### src/rtl/vga_timing.sv
// VGA/VESA raster timing generator: pixel/line counters, visible-area flag,
//   sync pulses and line/frame start strobes, all registered to one pixel.
// Ports:
//   CLK     pixel-domain clock
//   RST     synchronous active-high reset
//   CE      pixel advance enable (outputs hold while low)
//   h, v    current pixel column / line (13 bit)
//   ACTIVE  current pixel is in the visible area
//   HSYNC   horizontal sync, asserted at level H_POL
//   VSYNC   vertical sync, asserted at level V_POL
//   LINE    one-CLK strobe on the first pixel of every line
//   FRAME   one-CLK strobe on the first pixel of every frame
//   FRAME_CNT  16-bit frame counter, only present when the
//              VGA_TIMING_FRAME_COUNT_EN macro is defined
// Horizontal and vertical totals must not exceed 8191.
module vga_timing #(
  parameter int   H_ACTIVE = 1600,
  parameter int   H_FP     = 64,
  parameter int   H_SYNC   = 192,
  parameter int   H_BP     = 304,
  parameter int   V_ACTIVE = 1200,
  parameter int   V_FP     = 1,
  parameter int   V_SYNC   = 3,
  parameter int   V_BP     = 46,
  parameter logic H_POL    = 1'b1,
  parameter logic V_POL    = 1'b1
) (
  input  logic        CLK,
  input  logic        RST,
  input  logic        CE,
  output logic [12:0] h,
  output logic [12:0] v,
  output logic        ACTIVE,
  output logic        HSYNC,
  output logic        VSYNC,
  output logic        LINE,
  output logic        FRAME
`ifdef VGA_TIMING_FRAME_COUNT_EN
  ,
  output logic [15:0] FRAME_CNT
`endif
);

  localparam int H_TOTAL = H_ACTIVE + H_FP + H_SYNC + H_BP;
  localparam int V_TOTAL = V_ACTIVE + V_FP + V_SYNC + V_BP;

  localparam logic [12:0] H_LAST = 13'(H_TOTAL - 1);
  localparam logic [12:0] V_LAST = 13'(V_TOTAL - 1);
  localparam logic [12:0] H_VIS  = 13'(H_ACTIVE);
  localparam logic [12:0] V_VIS  = 13'(V_ACTIVE);
  localparam logic [12:0] HS_BEG = 13'(H_ACTIVE + H_FP);
  localparam logic [12:0] HS_END = 13'(H_ACTIVE + H_FP + H_SYNC);
  localparam logic [12:0] VS_BEG = 13'(V_ACTIVE + V_FP);
  localparam logic [12:0] VS_END = 13'(V_ACTIVE + V_FP + V_SYNC);

  logic        h_wrap;
  logic        v_wrap;
  logic [12:0] h_nx;
  logic [12:0] v_nx;
  logic        act_nx;
  logic        hs_nx;
  logic        vs_nx;

  // Decode the pixel we are about to move to, so every registered
  // output lands on the same edge as the counters it describes.
  always_comb begin
    h_wrap = (h == H_LAST);
    v_wrap = (v == V_LAST);
    h_nx   = h_wrap ? 13'd0 : h + 13'd1;
    v_nx   = v;
    if (h_wrap)
      v_nx = v_wrap ? 13'd0 : v + 13'd1;
    act_nx = (h_nx < H_VIS) && (v_nx < V_VIS);
    hs_nx  = (h_nx >= HS_BEG) && (h_nx < HS_END);
    // v_nx only moves on an h wrap, so VSYNC edges follow suit.
    vs_nx  = (v_nx >= VS_BEG) && (v_nx < VS_END);
  end

  // Reset parks the counters on the last pixel of the frame so the
  // first enabled pixel afterwards is (0,0) with LINE and FRAME set.
  always_ff @(posedge CLK) begin
    if (RST) begin
      h      <= H_LAST;
      v      <= V_LAST;
      ACTIVE <= 1'b0;
      HSYNC  <= ~H_POL;
      VSYNC  <= ~V_POL;
      LINE   <= 1'b0;
      FRAME  <= 1'b0;
    end else if (CE) begin
      h      <= h_nx;
      v      <= v_nx;
      ACTIVE <= act_nx;
      HSYNC  <= hs_nx ? H_POL : ~H_POL;
      VSYNC  <= vs_nx ? V_POL : ~V_POL;
      LINE   <= h_wrap;
      FRAME  <= h_wrap && v_wrap;
    end else begin
      LINE   <= 1'b0;
      FRAME  <= 1'b0;
    end
  end

`ifdef VGA_TIMING_FRAME_COUNT_EN
  // Steps on the same edge FRAME rises; wraps naturally at 16 bits.
  always_ff @(posedge CLK) begin
    if (RST)
      FRAME_CNT <= 16'd0;
    else if (CE && h_wrap && v_wrap)
      FRAME_CNT <= FRAME_CNT + 16'd1;
  end
`endif

endmodule

### config.mk
export PLATFORM = sky130hd
export DESIGN_NAME = vga_timing
export DESIGN_NICKNAME = d
export VERILOG_FILES = /design/src/rtl/vga_timing.sv
export SDC_FILE = /design/constraint.sdc
export NUM_CORES = 1
export LEC_CHECK = 0
export BUFFER_PORTS_ARGS = -buffer_cell sky130_fd_sc_hd__buf_2
export CAP_MARGIN = 20
export CORE_MARGIN = 2
export CORE_UTILIZATION = 51
export DETAILED_ROUTE_END_ITERATION = 6
export GPL_TIMING_DRIVEN = 0
export PLACE_DENSITY = 0.77
export SLEW_MARGIN = 30
export SYNTH_ARGS = -nofsm -noshare
export SYNTH_HDL_FRONTEND = slang
export SYNTH_SLANG_ARGS = --single-unit
### constraint.sdc
create_clock -name CLK -period 2.2 [get_ports CLK]
set_input_delay 0.11 -clock CLK [delete_from_list [all_inputs] [get_ports CLK]]
set_output_delay 0.11 -clock CLK [all_outputs]
set_load 0.03 [all_outputs]
==> results of run 1 <==
## layout by cell type (no fill, tap or decap), types with 6 or more instances in the layout
cell	instances
nand3_1	7
dfxtp_1	15
nand2_1	33
nor3_1	8
o21ai_0	20
dfxtp_2	13
buf_4	18
nor2_1	21
a21oi_1	23
buf_2	35
clkbuf_8	8
o31ai_1	6
nand4_1	7
inv_1	7
## worst max-delay path, delay by kind of cell, from the launching register on
family,cells,cell delay [ps]
AOI/OAI and AO/OA,2,430
buffers and inverters,2,390
DFF,1,320
and+or+nand+nor,4,890
## path summary, 6_finish.rpt
kind,cells after the start,to,slack [ps]
setup reg to reg,8,ACTIVE,60
hold / removal,2,HSYNC,50
setup / recovery,8,ACTIVE,60
hold reg to reg,2,HSYNC,470
## through the flow
stage	setup WS [ps]	instance area (sq um)	utilization, %	TNS, ps	cells
4_1_cts	1.18	2430	64.9	0	350
3_5_place_dp	-290	2260	60.5	-943	341
6_report	63.9	2700	72.1	0	365
3_3_place_gp	-291	2260	60.5	-974	341
2_1_floorplan	60.0	2040	-	0	261
5_1_grt	-47.2	2700	72.1	-85.4	365
## sequential cells by signal (all words and copies together), names as in the netlist
register,count
h,13
ACTIVE,1
LINE,1
HSYNC,1
VSYNC,1
v,13
FRAME,1
## logic make-up (layout without fill, tap and decap cells)
| group | Yosys count | after routing |
|---|---|---|
| and+or+nand+nor | 117 | 117 |
| adders and majority gates | 3 | 3 |
| AOI/OAI and AO/OA | 79 | 79 |
| DFF | 31 | 31 |
| muxes | 2 | 2 |
| xor gates and xnor gates | 5 | 5 |
| buffers and inverters | 24 | 80 |
## where the power goes
group          switching, uW  leakage, uW  internal [uW]  total (uW)
Clock                    233    0.0000612            367         599
Combinational            392     0.000733            234         626
Sequential              77.5     0.000254            604         681
Total                    702      0.00105           1200        1910
## repair_timing
action	CTS	global route
setup buffers	1	16
setup endpoints to repair	7	16
gates resized for setup	12	34
pin swaps	4	12
## layer usage
layer | vias up | global-route usage, % | wire (um)
met2 | 131 | 44.8 | 3110
met1 | 1079 | 36.4 | 2680
li1 | 1095 | - | -
met3 | 18 | 4.05 | 385
met4 | 0 | 12.2 | 189
met5 | - | 0 | 0
## final cells by class
type                    instances  area share (%)
repair buffers                 49            10.7
flip-flops and latches         31            24.0
well taps                      48            2.23
clock buffers                   6            3.06
plain buffers                  15            4.64
clock inverters                 2            1.30
inverters                       8            1.11
multi-input cells             206            53.0
==> flow_summary.json, run 1 <==
{
  "outcome": "finished, final reports clean",
  "grt_usage_pct": 27.7,
  "hp-class": "in -> reg",
  "ant_nets": 0,
  "hold_viol_final": 0,
  "post_drt_wl_per_cell_um": 17.4,
  "drc": 0,
  "cts_tree": "yes",
  "synthToLayoutAreaGrowth_pct": 32.8,
  "final_layout_size_suffix_gt1_share_pct": 36.3,
  "synth_top_area_share_pct": 30.5,
  "die_w_um": 67.1,
  "clock_latency_ps": 290,
  "tightest_slew_ps": 532,
  "r2r_start": "v[3]",
  "drt_pass1_iterations": 5,
  "clockBufferDepth": 2,
  "worst_ep_required_time_ps": 2390,
  "syn-num-nets": 267,
  "arrival_ps": 2330,
  "multiInputGateArea_sq_um": 1430,
  "grt_max_degree": 11,
  "start_kind": "flip-flop",
  "antenna_found_initial": 0,
  "boundaryPins": 34,
  "cap_violations": 0,
  "yosys.area_share.simple_pct": 32.5,
  "gr-total-overflow": 0,
  "final_nets": 322,
  "synth_compound_area_share_pct": 24.9,
  "ys_async_sr_fraction_pct": 0,
  "gp_congestion": 0.919,
  "drtIter0Drc": 347,
  "max_freq_mhz": 468,
  "synth-seq-cells": 31,
  "period_share_pct": 97.1,
  "synthCells": 261,
  "fillers": 305,
  "via_per_inst": 6.36,
  "slew_headroom_pct": 64.5,
  "syn_area_per_cell_sq_um": 7.79,
  "critical_path.max_stage_delay_ps": 370,
  "synth.distinct_cells": 60,
  "end_kind": "flip-flop",
  "clock-sinks": 31,
  "dp_hpwl_um": 4010,
  "grt_pass1_wl_um": 9490,
  "wl_um": 6370,
  "holdBufCountCts": 0,
  "synthFlopType": "dfxtp_1",
  "setup_viol": 0,
  "synth_fa_ha_area_share_pct": 1.85,
  "cts_buffers": 5,
  "critPathMaxFanout": 10,
  "grt_pass1_vias": 1979,
  "htreeDepth": 2,
  "initial_utilization_pct": 54.3,
  "yosysWarnings": 0,
  "synth.top_cells.by_count": "33 x nand2_1, 31 x dfxtp_1, 23 x a21oi_1, 23 x nor2_1, 21 x o21ai_0",
  "vias": 2323,
  "die_h_um": 67.1,
  "synth.area.top_cells": "dfxtp_1 31%, nand2_1 6.1%, a21oi_1 5.7%",
  "synthXorXnorAreaFrac_pct": 2.16,
  "io_buffer_count": 32,
  "netlist_area_sq_um": 2030,
  "holdWs_ps": 51.0,
  "path_clk_slew_ps": 70,
  "leakagePower_uw": 0.00105,
  "synth_most_common_cell": "nand2_1",
  "core_area_sq_um": 3740,
  "synth_edf_count": 0,
  "layout_min_cycle_time_ps": 2140,
  "slew_violations": 0,
  "finalPower_uw": 1910,
  "die_area_sq_um": 4510,
  "yosysTopAreaCell": "dfxtp_1",
  "fp-row-count": 22,
  "rsz0062_at_grt": "true",
  "synthMuxAreaShare_pct": 1.05,
  "crit_chain": "clkbuf_4, and4_1, buf_2, nand4_1, nor4b_2, or2_2, a311oi_2, o41ai_2",
  "crit_path_start": "v[3]",
  "worstSetupPathType": "reg -> reg",
  "final-seq-area_sq_um": 648,
  "synth_top_family_by_area": "simple AND/OR/NAND/NOR gates",
  "hp-start": "RST",
  "p_per_area_nw_per_um2": 706,
  "ys_seq_area_share_pct": 30.5,
  "antenna_cells": 0,
  "vdd.ir_drop.worst_v": 0.000395,
  "crit_slowest_cell": "nor4b_2",
  "fin_skew_ps": 7.95,
  "cts-root-buf": "clkbuf_8"
}
No activity file was read; power rests on OpenSTA's default activity.
==> run 2: changes to the inputs <==
--- a/config.mk
+++ b/config.mk
@@ -7,2 +7,3 @@
 export LEC_CHECK = 0
+export ABC_AREA = 1
 export BUFFER_PORTS_ARGS = -buffer_cell sky130_fd_sc_hd__buf_2
@@ -14,2 +15,3 @@
 export PLACE_DENSITY = 0.77
+export SETUP_SLACK_MARGIN = 0.2
 export SLEW_MARGIN = 30
--- a/constraint.sdc
+++ b/constraint.sdc
@@ -3,2 +3,2 @@
 set_output_delay 0.11 -clock CLK [all_outputs]
-set_load 0.03 [all_outputs]
+set_load 0.02 [all_outputs]
==> run 2 against run 1 <==
Cell count rose by 13%. Fmax rose by 15%. Register-to-register slack improved by 280 ps. Highest routed layer unchanged. Clock power fell by 15%. Synthesized area rose by 2.5%. Sequential power fell by 6.6%. Critical path depth rose by 6. Clock skew barely moved. Die area rose by 2.3%. Combinational power fell by 25%. Hold slack improved by 99 ps. Sequential share of layout area rose by 0.54 points.
==> flow_summary.json, run 2 <==
{
  "cts_tree": "yes",
  "critical_path.max_stage_delay_ps": 380,
  "worst_ep_required_time_ps": 2440,
  "period_share_pct": 84.4,
  "fin_tns_setup_ps": 0,
  "setup_viol": 0,
  "r2r-end": "VSYNC",
  "die_area_sq_um": 4610,
  "final_layout_size_suffix_gt1_share_pct": 26.2,
  "drtIter0Drc": 246,
  "clockBufferDepth": 2,
  "grt_pass1_vias": 2115,
  "arrival_ps": 2090,
  "gp_congestion": 0.897,
  "leakagePower_uw": 0.00124,
  "min_path_cells": 2,
  "ys_seq_area_share_pct": 29.8,
  "crit_slowest_cell": "dfxtp_2",
  "synth_edf_count": 0,
  "reg_top3": "h (13), v (13)",
  "wl_um": 5890,
  "path_clk_slew_ps": 70,
  "synth-seq-cells": 31,
  "slew_violations": 0,
  "final_cell_mix": "79 x nand2_1, 37 x inv_1, 34 x buf_2",
  "dp_hpwl_um": 4080,
  "critical_path_buf_inv_count": 2,
  "htreeDepth": 2,
  "hp-start": "CE",
  "grt_pass1_wl_um": 9560,
  "core_area_sq_um": 3970,
  "slew_headroom_pct": 61.2,
  "post_drt_wl_per_cell_um": 14.3,
  "clock-sinks": 31,
  "synthFlopType": "dfxtp_1",
  "gr-total-overflow": 0,
  "vdd.ir_drop.worst_v": 0.000301,
  "syn-num-nets": 318,
  "drc": 0,
  "netSwitchingFraction_pct": 34.7,
  "dp_slack_ps": 112,
  "worstSetupPathType": "reg -> reg",
  "tightest_slew_ps": 582,
  "die_h_um": 67.9,
  "vias": 2294,
  "yosysTopAreaCell": "dfxtp_1",
  "final_nets": 368,
  "via_per_inst": 5.55,
  "initial_utilization_pct": 52.4,
  "cts_buffers": 5,
  "hold_end": "v[10]",
  "path_delay_family": "simple AND/OR/NAND/NOR gates",
  "ys_async_sr_fraction_pct": 0,
  "fp-row-count": 23,
  "p_per_area_nw_per_um2": 627,
  "clock_latency_ps": 300,
  "setup_slack_ps": 344,
  "crit_chain": "ha_4, nand3_4, clkinv_2, nand2_2, nor2_4, buf_8, nand4_2, nand2_1, nand2_1, nor2_1, nand2_1, nor2_1, nand2_1, nand2_1",
  "antenna_found_initial": 0,
  "antenna_cells": 0,
  "outcome": "finished, final reports clean",
  "critPathMaxFanout": 8,
  "r2r_start": "h[1]",
  "grt_max_degree": 11,
  "rsz0062_at_grt": "true",
  "syn_area_per_cell_sq_um": 6.67,
  "grt_usage_pct": 27.7,
  "max_freq_mhz": 539,
  "synth_top_area_share_pct": 29.8,
  "intPower_uw": 1050,
  "netlist_area_sq_um": 2080,
  "start_kind": "flip-flop",
  "yosysWarnings": 0,
  "die_w_um": 67.9,
  "path_common_cell": "nand2_1",
  "hp-class": "in -> reg",
  "synth.area.top_cells": "dfxtp_1 30%, nand2_1 14%, inv_1 6.7%",
  "switchingPower_uw": 560,
  "seqPwrFrac_pct": 39.4,
  "layout_min_cycle_time_ps": 1860,
  "pwr-share-comb_pct": 28.9,
  "clkPwrFrac_pct": 31.6,
  "drt_pass1_iterations": 4,
  "boundaryPins": 34,
  "hold_viol_final": 0,
  "synth.distinct_cells": 37,
  "io_buffer_count": 31,
  "crit_cells": 14,
  "end_kind": "flip-flop",
  "cap_violations": 0,
  "synthCells": 312,
  "synthToLayoutAreaGrowth_pct": 23.6,
  "fin_skew_ps": 8.17,
  "synth.top_cells.by_count": "80 x nand2_1, 37 x inv_1, 31 x dfxtp_1",
  "ff2ff_path_depth": 14,
  "ant_nets": 0,
  "cts-root-buf": "clkbuf_8",
  "reg2reg_slack_ps": 340,
  "synth_most_common_cell": "nand2_1",
  "final_common_cell": "nand2_1"
}
==> run 2: changes by cell type in the layout (fill, tap and decap cells not counted), moves of 7 or more <==
cell     previous run  this run
xor2_1              0         8
nand3_1             7        25
nor2_1             21        29
dfxtp_2            13         3
dfxtp_1            15        26
a21oi_1            23         7
inv_1               7        37
o22ai_1             0         9
buf_4              18        11
nand2_1            33        79
nand2_2             0         7
o21ai_0            20        12
==> run 2: worst max path at each step <==
| stage | to | slack [ps] | from |
|---|---|---|---|
| 2_1_floorplan | VSYNC | 240 | h[0] |
| 3_3_place_gp | VSYNC | 140 | h[0] |
| 3_5_place_dp | VSYNC | 110 | h[0] |
| 4_1_cts | VSYNC | 200 | h[0] |
| 5_1_grt | VSYNC | 160 | h[1] |
| 6_report | VSYNC | 340 | h[1] |
==> run 2: stage by stage <==
step	power (uW)	area (sq um)	std cells	hold slack (ps)	util [%]
after floorplan	937	2080	312	388	-
after global placement	1030	2300	393	437	57.9
after detailed placement	1040	2300	393	440	57.9
after CTS	1550	2420	403	139	60.9
after global routing	1690	2570	413	179	64.8
final	1610	2570	413	150	64.8
==> run 2: power by group through the flow <==
stage	Sequential (uW)	Combinational [uW]	Clock, uW
floorplan	672	265	0
global placement	644	386	0
detailed placement	644	392	0
CTS	633	404	515
global route	641	517	535
finish	636	467	510
==> run 2: metal layers <==
layer,up-vias,global-route usage (%),wire length (um)
met1,1054,34.4,2530
met3,18,6.58,336
met2,87,46.1,2880
li1,1135,-,-
met4,0,11.3,153
met5,-,0,0
==> run 2: cell type report <==
cell class	instances	area, sq um
well taps	50	62.6
plain buffers	8	52.6
multi-input cells	233	1320
clock buffers	8	100
fillers	342	1400
inverters	40	153
flip-flops and latches	31	632
repair buffers	43	258
==> run 2: timing repair <==
action                     in CTS  in global routing
hold buffers                    0                  0
gates resized for setup         3                 17
pin swaps                       1                  5
setup buffers                   2                 10
setup endpoints to repair       2                  5
==> run 2: worst register-to-register path: stages, from the launching register on <==
cell and delay, ps:
dfxtp_2 380, ha_4 160, nand3_4 120, clkinv_2 80
nand2_2 60, nor2_4 200, buf_8 180, nand4_2 80
nand2_1 70, nand2_1 70, nor2_1 140, nand2_1 70
nor2_1 90, nand2_1 70, nand2_1 50
==> run 2: cells by family after synthesis <==
logic type,count (synthesis),share of synthesized area [%]
flip-flops,31,29.8
AO/OA/AOI/OAI,43,12.7
adder cells (fa/ha/maj),3,1.80
buffers and inverters,48,9.67
XOR/XNOR,9,3.79
AND/OR/NAND/NOR,178,42.2
==> run 3: changes to the inputs <==
clock period = 1.67 ns   (was 2.2 ns; I/O delays follow)
==> run 3 against run 2 <==
Sequential power grew 32%. Clock skew barely moved. Largest cell class unchanged. The flow now finishes with violations (setup timing). Critical endpoint unchanged. Critical path type unchanged. Combinational power grew 60%.
==> flow_summary.json, run 3 (synthesized netlist as in run 2, its figures left out) <==
{
  "violations": "setup timing",
  "grt_max_degree": 11,
  "setup_viol": 6,
  "rsz0062_at_grt": "true",
  "drtIter0Drc": 183,
  "grt_usage_pct": 28.0,
  "final_cell_mix": "69 x nand2_1, 33 x buf_2, 31 x inv_1",
  "layout_min_cycle_time_ps": 1870,
  "die_area_sq_um": 4610,
  "grt_pass1_wl_um": 9590,
  "dp_hpwl_um": 4200,
  "die_h_um": 67.9,
  "synthToLayoutAreaGrowth_pct": 36.9,
  "clock-sinks": 31,
  "numPlacedInstances": 393,
  "arrival_ps": 2100,
  "cap_violations": 0,
  "reg_top3": "h (13), v (13)",
  "slew_violations": 0,
  "fp-row-count": 23,
  "cts-root-buf": "clkbuf_8",
  "fillers": 317,
  "start_kind": "flip-flop",
  "worstSetupPathType": "reg -> reg",
  "wl_um": 6370,
  "drc": 0,
  "tightest_slew_ps": 615,
  "clock_latency_ps": 290,
  "clockBufferDepth": 2,
  "antenna_found_initial": 0,
  "leakagePower_uw": 0.00132,
  "final_layout_size_suffix_gt1_share_pct": 41.1,
  "grt_pass1_vias": 2116,
  "path_common_cell": "nand2_1",
  "gr-total-overflow": 0,
  "crit_chain": "ha_4, nand3_4, clkinv_2, nand2_2, nor2_4, buf_6, nand4_2, nand2_1, nand2_1, nor2_1, nand2_1, nor2_1, nand2_1, nand2_1",
  "ant_nets": 0,
  "max_freq_mhz": 536,
  "finalPower_uw": 2170,
  "multiInputGateArea_sq_um": 1510,
  "core_area_sq_um": 3970,
  "post_drt_wl_per_cell_um": 15.2,
  "fin_skew_ps": 7.85,
  "final_nets": 375,
  "crit_path_start": "h[1]",
  "end_kind": "flip-flop",
  "period_share_pct": 112,
  "hp-start": "CE",
  "die_w_um": 67.9,
  "worst_ep_required_time_ps": 1900,
  "r2r_start": "h[1]",
  "outcome": "finished with violations",
  "cts_tree": "yes",
  "path_clk_slew_ps": 70,
  "antenna_cells": 0,
  "boundaryPins": 34,
  "stdcell_count": 420,
  "vias": 2393,
  "p_per_area_nw_per_um2": 760,
  "critical_path.max_stage_delay_ps": 360,
  "hold_viol_final": 0,
  "io_buffer_count": 31,
  "final-seq-area_sq_um": 656,
  "vdd.ir_drop.worst_v": 0.000439,
  "finish.utilization_pct": 71.8,
  "gp_congestion": 0.957,
  "critPathMaxFanout": 8,
  "hp-class": "in -> reg",
  "drt_pass1_iterations": 5,
  "final_common_cell": "nand2_1",
  "slew_headroom_pct": 59.0,
  "initial_utilization_pct": 52.4,
  "crit_slowest_cell": "dfxtp_4",
  "htreeDepth": 2,
  "via_per_inst": 5.70,
  "setup_slack_ps": -197,
  "cts_buffers": 5
}
[run 3: stage by stage]
step | worst slack (ps) | area [sq um] | setup TNS (ps) | hold slack [ps]
4_1_cts | -95.4 | 2700 | -219 | 118
5_1_grt | -245 | 2850 | -1090 | 142
3_5_place_dp | -212 | 2370 | -476 | 420
2_1_floorplan | 30.3 | 2150 | 0 | 362
6_report | -197 | 2850 | -478 | 120
3_3_place_gp | -169 | 2370 | -310 | 413
[run 3: layout make-up]
type / count / area share [%]
multi-input cells: 233 / 52.9
flip-flops and latches: 31 / 23.0
repair buffers: 50 / 11.6
inverters: 40 / 5.44
clock buffers: 7 / 2.68
well taps: 50 / 2.19
plain buffers: 8 / 1.98
clock inverters: 1 / 0.176
[run 3: path summary, 6_finish.rpt]
check,to,cells after the start,slack [ps]
min reg2reg,ACTIVE,2,460
min,v[10],2,120
max,VSYNC,14,-200
max reg2reg,VSYNC,14,-200
[run 3: critical path: cells and delay by family (launching register included)]
kind / cells / cell delay (ps)
adder cells (fa/ha/maj): 1 / 140
buffers and inverters: 2 / 260
AND/OR/NAND/NOR: 11 / 1040
flip-flops: 1 / 360
[run 3: report_power, final]
part           internal [uW]  total [uW]  switching, uW  leakage [uW]
logic                    304         746            442       0.00102
clock network            292         579            286     0.0000422
registers                781         842           61.0      0.000255
[run 3: repair_timing]
| item | CTS | global route |
|---|---|---|
| gates cloned | 1 | 0 |
| buffers inserted | 16 | 2 |
| resized for setup | 28 | 46 |
| hold buffers | 0 | 0 |
| setup endpoints to repair | 23 | 29 |
| pin swaps | 15 | 17 |
[run 3: routing by layer]
layer	wire length, um	GRT usage, %
met5	0	0
met2	3090	48.8
met4	123	9.75
met1	2740	35.3
met3	421	4.11
